### src/rtl/ram_arb_pkg.sv
// ram_arb_pkg
// Shared definitions for the output-RAM port arbiter: owner tags that travel
// with each RAM read, the owner FSM state encoding, and the default RAM
// geometry (64 x 16).
package ram_arb_pkg;

    localparam int DEF_ADDR_W = 6;
    localparam int DEF_DATA_W = 16;

    // Who issued an access; OWN_NONE marks a pipeline slot with no read.
    typedef enum logic [1:0] {
        OWN_NONE = 2'b00,
        OWN_CPU  = 2'b01,
        OWN_RD   = 2'b10
    } owner_e;

    // Owner FSM: which requester, if any, currently holds the lock.
    typedef enum logic [1:0] {
        ST_IDLE    = 2'b00,
        ST_OWN_CPU = 2'b01,
        ST_OWN_RD  = 2'b10
    } arb_state_e;

endpackage

### src/rtl/ram_rd_tag_pipe.sv
// ram_rd_tag_pipe
// Shift register of owner tags, RD_LAT+1 stages deep. A tag pushed in the
// accept cycle reaches the last stage in the same cycle the RAM presents the
// matching douta word, so the strobes line up with ram_dout.
// Ports:
//   clk, reset  - clock, synchronous active-high reset (clears all tags)
//   tag_in      - owner of the access accepted this cycle (OWN_NONE if none/write)
//   cpu_vld     - last stage holds a CPU read tag
//   rd_vld      - last stage holds a readout read tag
module ram_rd_tag_pipe
    import ram_arb_pkg::*;
#(
    parameter int RD_LAT = 1
) (
    input  logic   clk,
    input  logic   reset,
    input  owner_e tag_in,
    output logic   cpu_vld,
    output logic   rd_vld
);

    localparam int DEPTH = RD_LAT + 1;

    owner_e tag_p [DEPTH];

    always_ff @(posedge clk) begin
        if (reset) begin
            for (int i = 0; i < DEPTH; i++) begin
                tag_p[i] <= OWN_NONE;
            end
        end else begin
            tag_p[0] <= tag_in;
            for (int i = 1; i < DEPTH; i++) begin
                tag_p[i] <= tag_p[i-1];
            end
        end
    end

    assign cpu_vld = (tag_p[DEPTH-1] == OWN_CPU);
    assign rd_vld  = (tag_p[DEPTH-1] == OWN_RD);

endmodule

### src/rtl/ram_port_arbiter.sv
// ram_port_arbiter
// Registered request/grant arbiter sharing one single-port RAM between the
// CPU and the RAM-readout/UART engine. Reads are tagged so each douta word
// is returned only to the requester that issued it.
// Ports:
//   clk, reset                       - clock, synchronous active-high reset
//   cpu_req/we/lock/addr/wdata       - CPU access request (held until granted)
//   cpu_gnt                          - CPU access accepted this cycle (comb)
//   cpu_rvalid, cpu_rdata            - CPU read response (rdata holds)
//   rd_*                             - same set for the readout engine
//   ram_ena/wea/addr/din             - registered RAM port drive
//   ram_dout                         - RAM douta, RD_LAT cycles after address
module ram_port_arbiter
    import ram_arb_pkg::*;
#(
    parameter int ADDR_W   = DEF_ADDR_W,
    parameter int DATA_W   = DEF_DATA_W,
    parameter int RD_LAT   = 1,
    parameter int ARB_MODE = 0
) (
    input  logic              clk,
    input  logic              reset,
    input  logic              cpu_req,
    input  logic              cpu_we,
    input  logic              cpu_lock,
    input  logic [ADDR_W-1:0] cpu_addr,
    input  logic [DATA_W-1:0] cpu_wdata,
    output logic              cpu_gnt,
    output logic              cpu_rvalid,
    output logic [DATA_W-1:0] cpu_rdata,
    input  logic              rd_req,
    input  logic              rd_we,
    input  logic              rd_lock,
    input  logic [ADDR_W-1:0] rd_addr,
    input  logic [DATA_W-1:0] rd_wdata,
    output logic              rd_gnt,
    output logic              rd_rvalid,
    output logic [DATA_W-1:0] rd_rdata,
    output logic              ram_ena,
    output logic              ram_wea,
    output logic [ADDR_W-1:0] ram_addr,
    output logic [DATA_W-1:0] ram_din,
    input  logic [DATA_W-1:0] ram_dout
);

    arb_state_e        state, state_nxt;
    owner_e            last_gnt;
    logic              cpu_acc, rd_acc, acc, acc_we;
    logic [ADDR_W-1:0] acc_addr;
    logic [DATA_W-1:0] acc_wdata;
    owner_e            tag_in;
    logic              cpu_vld, rd_vld;
    logic [DATA_W-1:0] rdata_p;

    assign cpu_acc = cpu_req && cpu_gnt;
    assign rd_acc  = rd_req && rd_gnt;
    assign acc     = cpu_acc || rd_acc;

    // ---- Owner FSM: state register ----
    always_ff @(posedge clk) begin
        if (reset) begin
            state <= ST_IDLE;
        end else begin
            state <= state_nxt;
        end
    end

    // ---- Owner FSM: next state ----
    // A lock is released on the owner's final (lock=0) access or as soon as
    // the owner stops requesting.
    always_comb begin
        state_nxt = state;
        case (state)
            ST_IDLE: begin
                if (cpu_acc && cpu_lock) begin
                    state_nxt = ST_OWN_CPU;
                end else if (rd_acc && rd_lock) begin
                    state_nxt = ST_OWN_RD;
                end
            end
            ST_OWN_CPU: begin
                if (!cpu_req || (cpu_acc && !cpu_lock)) begin
                    state_nxt = ST_IDLE;
                end
            end
            ST_OWN_RD: begin
                if (!rd_req || (rd_acc && !rd_lock)) begin
                    state_nxt = ST_IDLE;
                end
            end
            default: state_nxt = ST_IDLE;
        endcase
    end

    // ---- Owner FSM: grant outputs ----
    // Grants are purely a function of requests, reset and FSM state; in
    // round-robin mode a tie goes to whoever was not granted last.
    always_comb begin
        cpu_gnt = 1'b0;
        rd_gnt  = 1'b0;
        if (!reset) begin
            case (state)
                ST_IDLE: begin
                    if (cpu_req && rd_req) begin
                        if (ARB_MODE == 0 || last_gnt == OWN_RD) begin
                            cpu_gnt = 1'b1;
                        end else begin
                            rd_gnt = 1'b1;
                        end
                    end else begin
                        cpu_gnt = cpu_req;
                        rd_gnt  = rd_req;
                    end
                end
                ST_OWN_CPU: cpu_gnt = cpu_req;
                ST_OWN_RD:  rd_gnt  = rd_req;
                default: ;
            endcase
        end
    end

    always_ff @(posedge clk) begin
        if (reset) begin
            last_gnt <= OWN_RD;
        end else if (cpu_acc) begin
            last_gnt <= OWN_CPU;
        end else if (rd_acc) begin
            last_gnt <= OWN_RD;
        end
    end

    // Fields of whichever access was accepted this cycle.
    always_comb begin
        acc_we    = rd_we;
        acc_addr  = rd_addr;
        acc_wdata = rd_wdata;
        tag_in    = OWN_NONE;
        if (cpu_acc) begin
            acc_we    = cpu_we;
            acc_addr  = cpu_addr;
            acc_wdata = cpu_wdata;
        end
        if (acc && !acc_we) begin
            tag_in = cpu_acc ? OWN_CPU : OWN_RD;
        end
    end

    // ---- Stage p1: RAM port registers (accept cycle + 1) ----
    always_ff @(posedge clk) begin
        if (reset) begin
            ram_ena  <= 1'b0;
            ram_wea  <= 1'b0;
            ram_addr <= '0;
            ram_din  <= '0;
        end else begin
            ram_ena <= acc;
            ram_wea <= acc && acc_we;
            if (acc) begin
                ram_addr <= acc_addr;
                ram_din  <= acc_wdata;
            end
        end
    end

    ram_rd_tag_pipe #(
        .RD_LAT (RD_LAT)
    ) u_tag_pipe (
        .clk     (clk),
        .reset   (reset),
        .tag_in  (tag_in),
        .cpu_vld (cpu_vld),
        .rd_vld  (rd_vld)
    );

    // ---- Stage p2: read response registers (accept cycle + 2 + RD_LAT) ----
    // One capture register feeds both rdata ports; only rvalid is steered.
    always_ff @(posedge clk) begin
        if (reset) begin
            cpu_rvalid <= 1'b0;
            rd_rvalid  <= 1'b0;
            rdata_p    <= '0;
        end else begin
            cpu_rvalid <= cpu_vld;
            rd_rvalid  <= rd_vld;
            if (cpu_vld || rd_vld) begin
                rdata_p <= ram_dout;
            end
        end
    end

    assign cpu_rdata = rdata_p;
    assign rd_rdata  = rdata_p;

endmodule

### config.mk
export PLATFORM = sky130hd
export DESIGN_NAME = ram_port_arbiter
export DESIGN_NICKNAME = d
export VERILOG_FILES = /design/src/rtl/ram_arb_pkg.sv /design/src/rtl/ram_rd_tag_pipe.sv /design/src/rtl/ram_port_arbiter.sv
export SDC_FILE = /design/constraint.sdc
export NUM_CORES = 1
export LEC_CHECK = 0
export CAP_MARGIN = 10
export CORE_MARGIN = 1
export CORE_UTILIZATION = 39
export CTS_CLUSTER_SIZE = 20
export DETAILED_ROUTE_END_ITERATION = 8
export PLACE_DENSITY = 0.86
export SLEW_MARGIN = 10
export SYNTH_ARGS = -nofsm -noshare
export SYNTH_HDL_FRONTEND = slang
export SYNTH_SLANG_ARGS = --single-unit
### constraint.sdc
create_clock -name clk -period 4.1 [get_ports clk]
set_input_delay 0.615 -clock clk [delete_from_list [all_inputs] [get_ports clk]]
set_output_delay 0.615 -clock clk [all_outputs]
set_load 0.05 [all_outputs]
==> out/results.ini, run 1 <==
[drt]
drt_iter0_markers = 39
viasPerCell = 4.66
routed_wl_mm = 4.51
drt-pass1-iter-count = 3
antenna_left = 0
vias = 1636
drc = 0
wire_per_inst_um = 12.8

[worst_setup_path]
crit_path_top_delay_cell = clkdlybuf4s50_1
critical_path_class = in2out
cp.arrival_ns = 2.24
crit_chain = clkdlybuf4s50_1 > buf_4 > nor2_2 > buf_4 > buf_4
cp_num_buf_inv = 4
cp_top_family = buffers and inverters
crit_required_ns = 3.48
cpPeakStageDelay_ns = 0.68
r2r_start = u_tag_pipe.tag_p[0][2]
reg2regPathDepth = 4
reg2reg_slack_ns = 2.44
end_kind = primary output
path_max_fanout = 24
reg2reg_to = cpu_rdata[1]
start_kind = input pin
path_common_cell = buf_4

[final_layout]
seq_area_um2 = 961
drive_gt1_share_pct = 5.28
fillCellCount = 409
area_delta_synth_final_pct = 62.2
layoutNonFillerInstCount = 351
nNetsFinal = 354
n_antenna_cell = 0
finalInstanceArea_mm2 = 0.00322
multiInputGateArea_um2 = 778

[place]
dp_hpwl_mm = 3.44
portBuffers = 127
dp.cells = 344
place_area_mm2 = 0.00312
gp_congestion = 0.700

[global_routing]
antenna_found_initial = 0
grt-ovfl-total = 0
grt.total_usage_pct = 17.3
grt_max_degree = 26
grt_pass1_vias = 1556
grt_pass1_wl_mm = 7.15

[sta]
rsz0062_at_grt = no
fmax_mhz = 350
hold_viol_final = 0
layout_min_cycle_time_ns = 2.85
skew_ns = 0.00630
setup-tns-final_ns = 0
tightest_slew_ns = 0.830
fin_hold_ws_ns = 0.442
setup_violations = 0
slew_violations = 0
timing.final.crit_share_pct = 69.6
slew_headroom_pct = 44.5

[yosys]
avgSynthCellArea_um2 = 11.3
yosysWarningCount = 0
yosysSeqAreaShare_pct = 48.4
synth-compound-area-share_pct = 10.2
synth_fa_ha_area_share_pct = 1.26
synth_flop_cell = dfxtp_1
synth-async-reset-ratio_pct = 0
syn_area_mm2 = 0.00198
synth_edf_count = 0
synth_seq_cells = 48
synth.area.mux_share_pct = 19.2
post_synth_num_cell_types = 22
yosys.area_share.simple_pct = 8.58
synth_xor_area_share_pct = 0
synth_top_family_by_area = multiplexers
syn-num-nets = 245
syn_inst = 175

[cts]
post_cts.repair.setup_buffers = 0
clk_pin_slew_worst_paths_ns = 0.08
cts_tree = yes
cts_sinks = 48
clk_latency_ns = 0.29
ctsRootBufferMaster = clkbuf_8
hold_buffers = 0
cts_max_level = 2
cts_made_buffers = 5
cts_buffer_depth = 2
cts_resized = 0

[min_path]
hold_path.class = reg2reg
min_path_cells = 1
min_to = u_tag_pipe.tag_p[0][3]
hold_start = u_tag_pipe.tag_p[0][1]

[power]
power_mw = 1.10
p_leak_nw = 1.32
cellPowerDensity_mw_per_mm2 = 341
ir_drop_uv = 208

[floorplan]
core-area_mm2 = 0.00482
dieHeight_um = 73.3
initial_core_util_pct = 41.2
dieArea_mm2 = 0.00538
placementRows = 25
die_w_um = 73.3
io_pins = 128

[status]
status = finished clean

[run]
drv_cap = 0

worst max path at each step:
| stage | start | end | slack, ns | cells after the start |
|---|---|---|---|---|
| final | reset | cpu_gnt | 1.25 | 5 |
| after detailed placement | reset | cpu_gnt | 1.27 | 5 |
| after global placement | reset | cpu_gnt | 1.24 | 5 |
| after floorplan | cpu_req | rd_gnt | 1.82 | 5 |
| after CTS | reset | cpu_gnt | 1.26 | 5 |
| after global routing | reset | cpu_gnt | 1.11 | 5 |
per-layer routing:
layer,share of wire [%],GRT usage (%),vias to the layer above
met1,40,20.5,753
met2,50,29.6,78
met5,0,0,-
met4,0.40,3.21,0
li1,-,-,803
met3,9.0,7.00,2
through the flow:
| stage | util, % | setup slack, ns |
|---|---|---|
| after detailed placement | 64.8 | 1.27 |
| after global routing | 66.8 | 1.11 |
| after CTS | 66.8 | 1.26 |
| final | 66.8 | 1.25 |
| after floorplan | - | 1.82 |
| after global placement | 64.8 | 1.24 |
registers in the layout (all words and copies together), names as in the netlist:
register,flops
cpu_rdata,16
cpu_rvalid,1
ram_addr,6
ram_din,16
ram_ena,1
ram_wea,1
rd_rvalid,1
state,2
u_tag_pipe.tag_p,4
Yosys cell counts (2+ instances only):
master | count | area [um^2]
mux2i_1 | 38 | 380
buf_6 | 3 | 33.8
buf_2 | 2 | 10.0
inv_1 | 3 | 11.3
a21oi_1 | 2 | 10.0
buf_4 | 19 | 143
buf_12 | 2 | 40.0
dfxtp_1 | 48 | 961
o2bb2ai_1 | 22 | 193
nor2_1 | 17 | 63.8
clkbuf_1 | 2 | 7.51
nor3_1 | 3 | 15.0
nor2b_1 | 4 | 25.0
ha_1 | 2 | 25.0
layout by cell type (no fill, tap or decap), drive strengths merged:
cell type      instances
dfxtp                 48
buf                    5
nor2                  18
ha                     2
nor3                   3
inv                    3
o2bb2ai               22
and2                   1
nor2b                  5
nand3b                 1
clkbuf                 7
nand2b                 2
or2b                   1
clkdlybuf4s50        125
mux2i                 38
a21oi                  2
nand3                  1
kinds of logic (layout without fill, tap and decap cells):
group | count (synthesis) | after routing
AO/OA/AOI/OAI | 24 | 24
adder cells (fa/ha/maj) | 2 | 2
buffers and inverters | 31 | 140
flip-flops | 48 | 48
multiplexers | 38 | 38
AND/OR/NAND/NOR | 32 | 32
area by class of cell:
type	count	area share (%)
multi-input cells	96	24.2
repair buffers	130	40.0
inverters	3	0.350
well taps	67	2.60
clock buffers	7	2.99
flip-flops and latches	48	29.8
where the power goes:
| group | total [mW] | internal [mW] | switching (mW) |
|---|---|---|---|
| sequential | 0.506 | 0.492 | 0.0144 |
| clock | 0.295 | 0.150 | 0.144 |
| combinational | 0.298 | 0.136 | 0.162 |
Note: power is estimated with default switching activity, not from simulation.
==> run 2, diff against run 1 <==
--- a/config.mk
+++ b/config.mk
@@ -7,10 +7,10 @@
 export LEC_CHECK = 0
 export CAP_MARGIN = 10
 export CORE_MARGIN = 1
-export CORE_UTILIZATION = 39
+export CORE_UTILIZATION = 33
 export CTS_CLUSTER_SIZE = 20
 export DETAILED_ROUTE_END_ITERATION = 8
-export PLACE_DENSITY = 0.86
+export PLACE_DENSITY = 0.77
 export SLEW_MARGIN = 10
 export SYNTH_ARGS = -nofsm -noshare
 export SYNTH_HDL_FRONTEND = slang
==> constraint.sdc (replaced) <==
create_clock -name clk -period 2.45 [get_ports clk]
set_input_delay 0.3675 -clock clk [delete_from_list [all_inputs] [get_ports clk]]
set_output_delay 0.3675 -clock clk [all_outputs]
set_load 0.05 [all_outputs]
==> out/results.ini, run 2 (synthesized netlist as in run 1, its figures left out) <==
[status]
status = finished clean

[worst_setup_path]
end_kind = primary output
reg2reg_slack_ns = 1.00  ; -1.44 ns
reg2regPathDepth = 5  ; +1
path_max_fanout = 4  ; -83%
critical_path_class = in2out
r2r_start = u_tag_pipe.tag_p[0][2]
crit_required_ns = 2.08  ; -1.40 ns
start_kind = input pin
cp.arrival_ns = 1.48  ; -0.76 ns
reg2reg_to = cpu_rdata[1]

[final_layout]
layoutNonFillerInstCount = 359  ; +2.3%
fillCellCount = 503  ; +23%
layout_common_cells = clkdlybuf4s50_1, dfxtp_1, mux2i_1
area_delta_synth_final_pct = 64.9
drive_gt1_share_pct = 5.57  ; +0.29 points
layout_commonest_cell = clkdlybuf4s50_1
nNetsFinal = 356  ; +0.56%
n_antenna_cell = 0  ; unchanged

[sta]
fmax_mhz = 540
hold_viol_final = 0  ; unchanged
setup-tns-final_ns = 0  ; unchanged
slew_violations = 0  ; unchanged
skew_ns = 0.00522  ; -0.00108 ns
setup_violations = 0  ; unchanged
rsz0062_at_grt = no
layout_min_cycle_time_ns = 1.85
slew_headroom_pct = 65.2  ; +21 points
timing.final.crit_share_pct = 75.5
tightest_slew_ns = 0.520  ; -0.310 ns

[cts]
post_cts.repair.setup_buffers = 0  ; unchanged
cts_tree = yes
cts_sinks = 48  ; unchanged
ctsRootBufferMaster = clkbuf_8
clk_latency_ns = 0.28  ; about the same
cts_max_level = 2  ; unchanged
cts_buffer_depth = 2  ; unchanged
cts_resized = 0  ; unchanged
cts_made_buffers = 5  ; unchanged
hold_buffers = 0  ; unchanged
clk_pin_slew_worst_paths_ns = 0.08  ; about the same

[min_path]
min_to = u_tag_pipe.tag_p[0][2]
hold_path.class = reg2reg
hold_start = u_tag_pipe.tag_p[0][0]
min_path_cells = 1  ; unchanged

[drt]
drt_iter0_markers = 23  ; -41%
antenna_left = 0  ; unchanged
routed_wl_mm = 4.62  ; +2.5%
vias = 1624  ; -0.73%
wire_per_inst_um = 12.9  ; +0.25%
viasPerCell = 4.52  ; -2.9%
drc = 0  ; unchanged
drt-pass1-iter-count = 3  ; unchanged

[floorplan]
core-area_mm2 = 0.00564  ; +17%
dieHeight_um = 79.5  ; +8.5%
initial_core_util_pct = 35.2  ; -6.0 points
die_w_um = 79.5  ; +8.5%
placementRows = 27  ; +8.0%
io_pins = 128  ; unchanged
dieArea_mm2 = 0.00633  ; +18%

[place]
gp_congestion = 0.683  ; -2.3%
dp.cells = 351  ; +2.0%
dp_hpwl_mm = 3.48  ; +1.2%
portBuffers = 127  ; unchanged

[power]
cellPowerDensity_mw_per_mm2 = 558  ; +63%
ir_drop_uv = 330  ; +58%
p_leak_nw = 1.34  ; +1.2%
power_mw = 1.83  ; +66%

[global_routing]
antenna_found_initial = 0  ; unchanged
grt_pass1_wl_mm = 7.36  ; +2.9%
grt-ovfl-total = 0  ; unchanged
grt_pass1_vias = 1632  ; +4.9%
grt_max_degree = 25  ; -3.8%
grt.total_usage_pct = 14.9  ; -2.4 points

[run]
drv_cap = 0  ; unchanged

run 2: worst max-delay path by stage:
stage,end,startpoint,cells after the start,slack (ns)
2_1_floorplan,rd_gnt,cpu_req,5,0.67
3_3_place_gp,rd_gnt,rd_req,4,0.60
3_5_place_dp,rd_gnt,rd_req,4,0.59
4_1_cts,cpu_rdata[15],cpu_rdata[15],1,0.58
5_1_grt,rd_gnt,rd_req,4,0.53
6_report,rd_gnt,rd_req,4,0.60
run 2: routing by layer:
metal	share of wire (%)	global-route usage, %	routed length, um	up-vias
li1	-	-	-	808
met1	43	16.0	1970	735
met3	8.4	4.69	387	2
met2	48	27.2	2240	79
met5	0	0	0	-
met4	0.48	4.91	22	0
run 2: area by class of cell:
class                      count  area, um^2  area share, %
sequential                    48         961           29.4
multi-input combinational     96         778           23.8
tap                           72        90.1           2.75
timing repair buffer         132        1340           41.0
clock buffer                   8        90.1           2.75
inverter                       3        11.3          0.344
run 2: critical path, cell delays in order:
cell,delay (ns)
clkdlybuf4s50_1,0.47
or2b_1,0.28
nor2_1,0.20
buf_12,0.17
run 2: where the power goes:
part,internal [mW],total (mW),switching (mW)
Sequential,0.823,0.845,0.0227
Clock,0.231,0.472,0.242
Combinational,0.235,0.508,0.273
run 2: metrics by stage:
stage	util [%]	setup slack, ns	hold slack [ns]	area [um^2]
finish	58.0	0.599	0.459	3270
global route	58.0	0.530	0.476	3270
CTS	58.0	0.583	0.466	3270
detailed placement	56.4	0.592	0.443	3180
global placement	56.4	0.604	0.418	3180
floorplan	-	0.666	0.414	1980
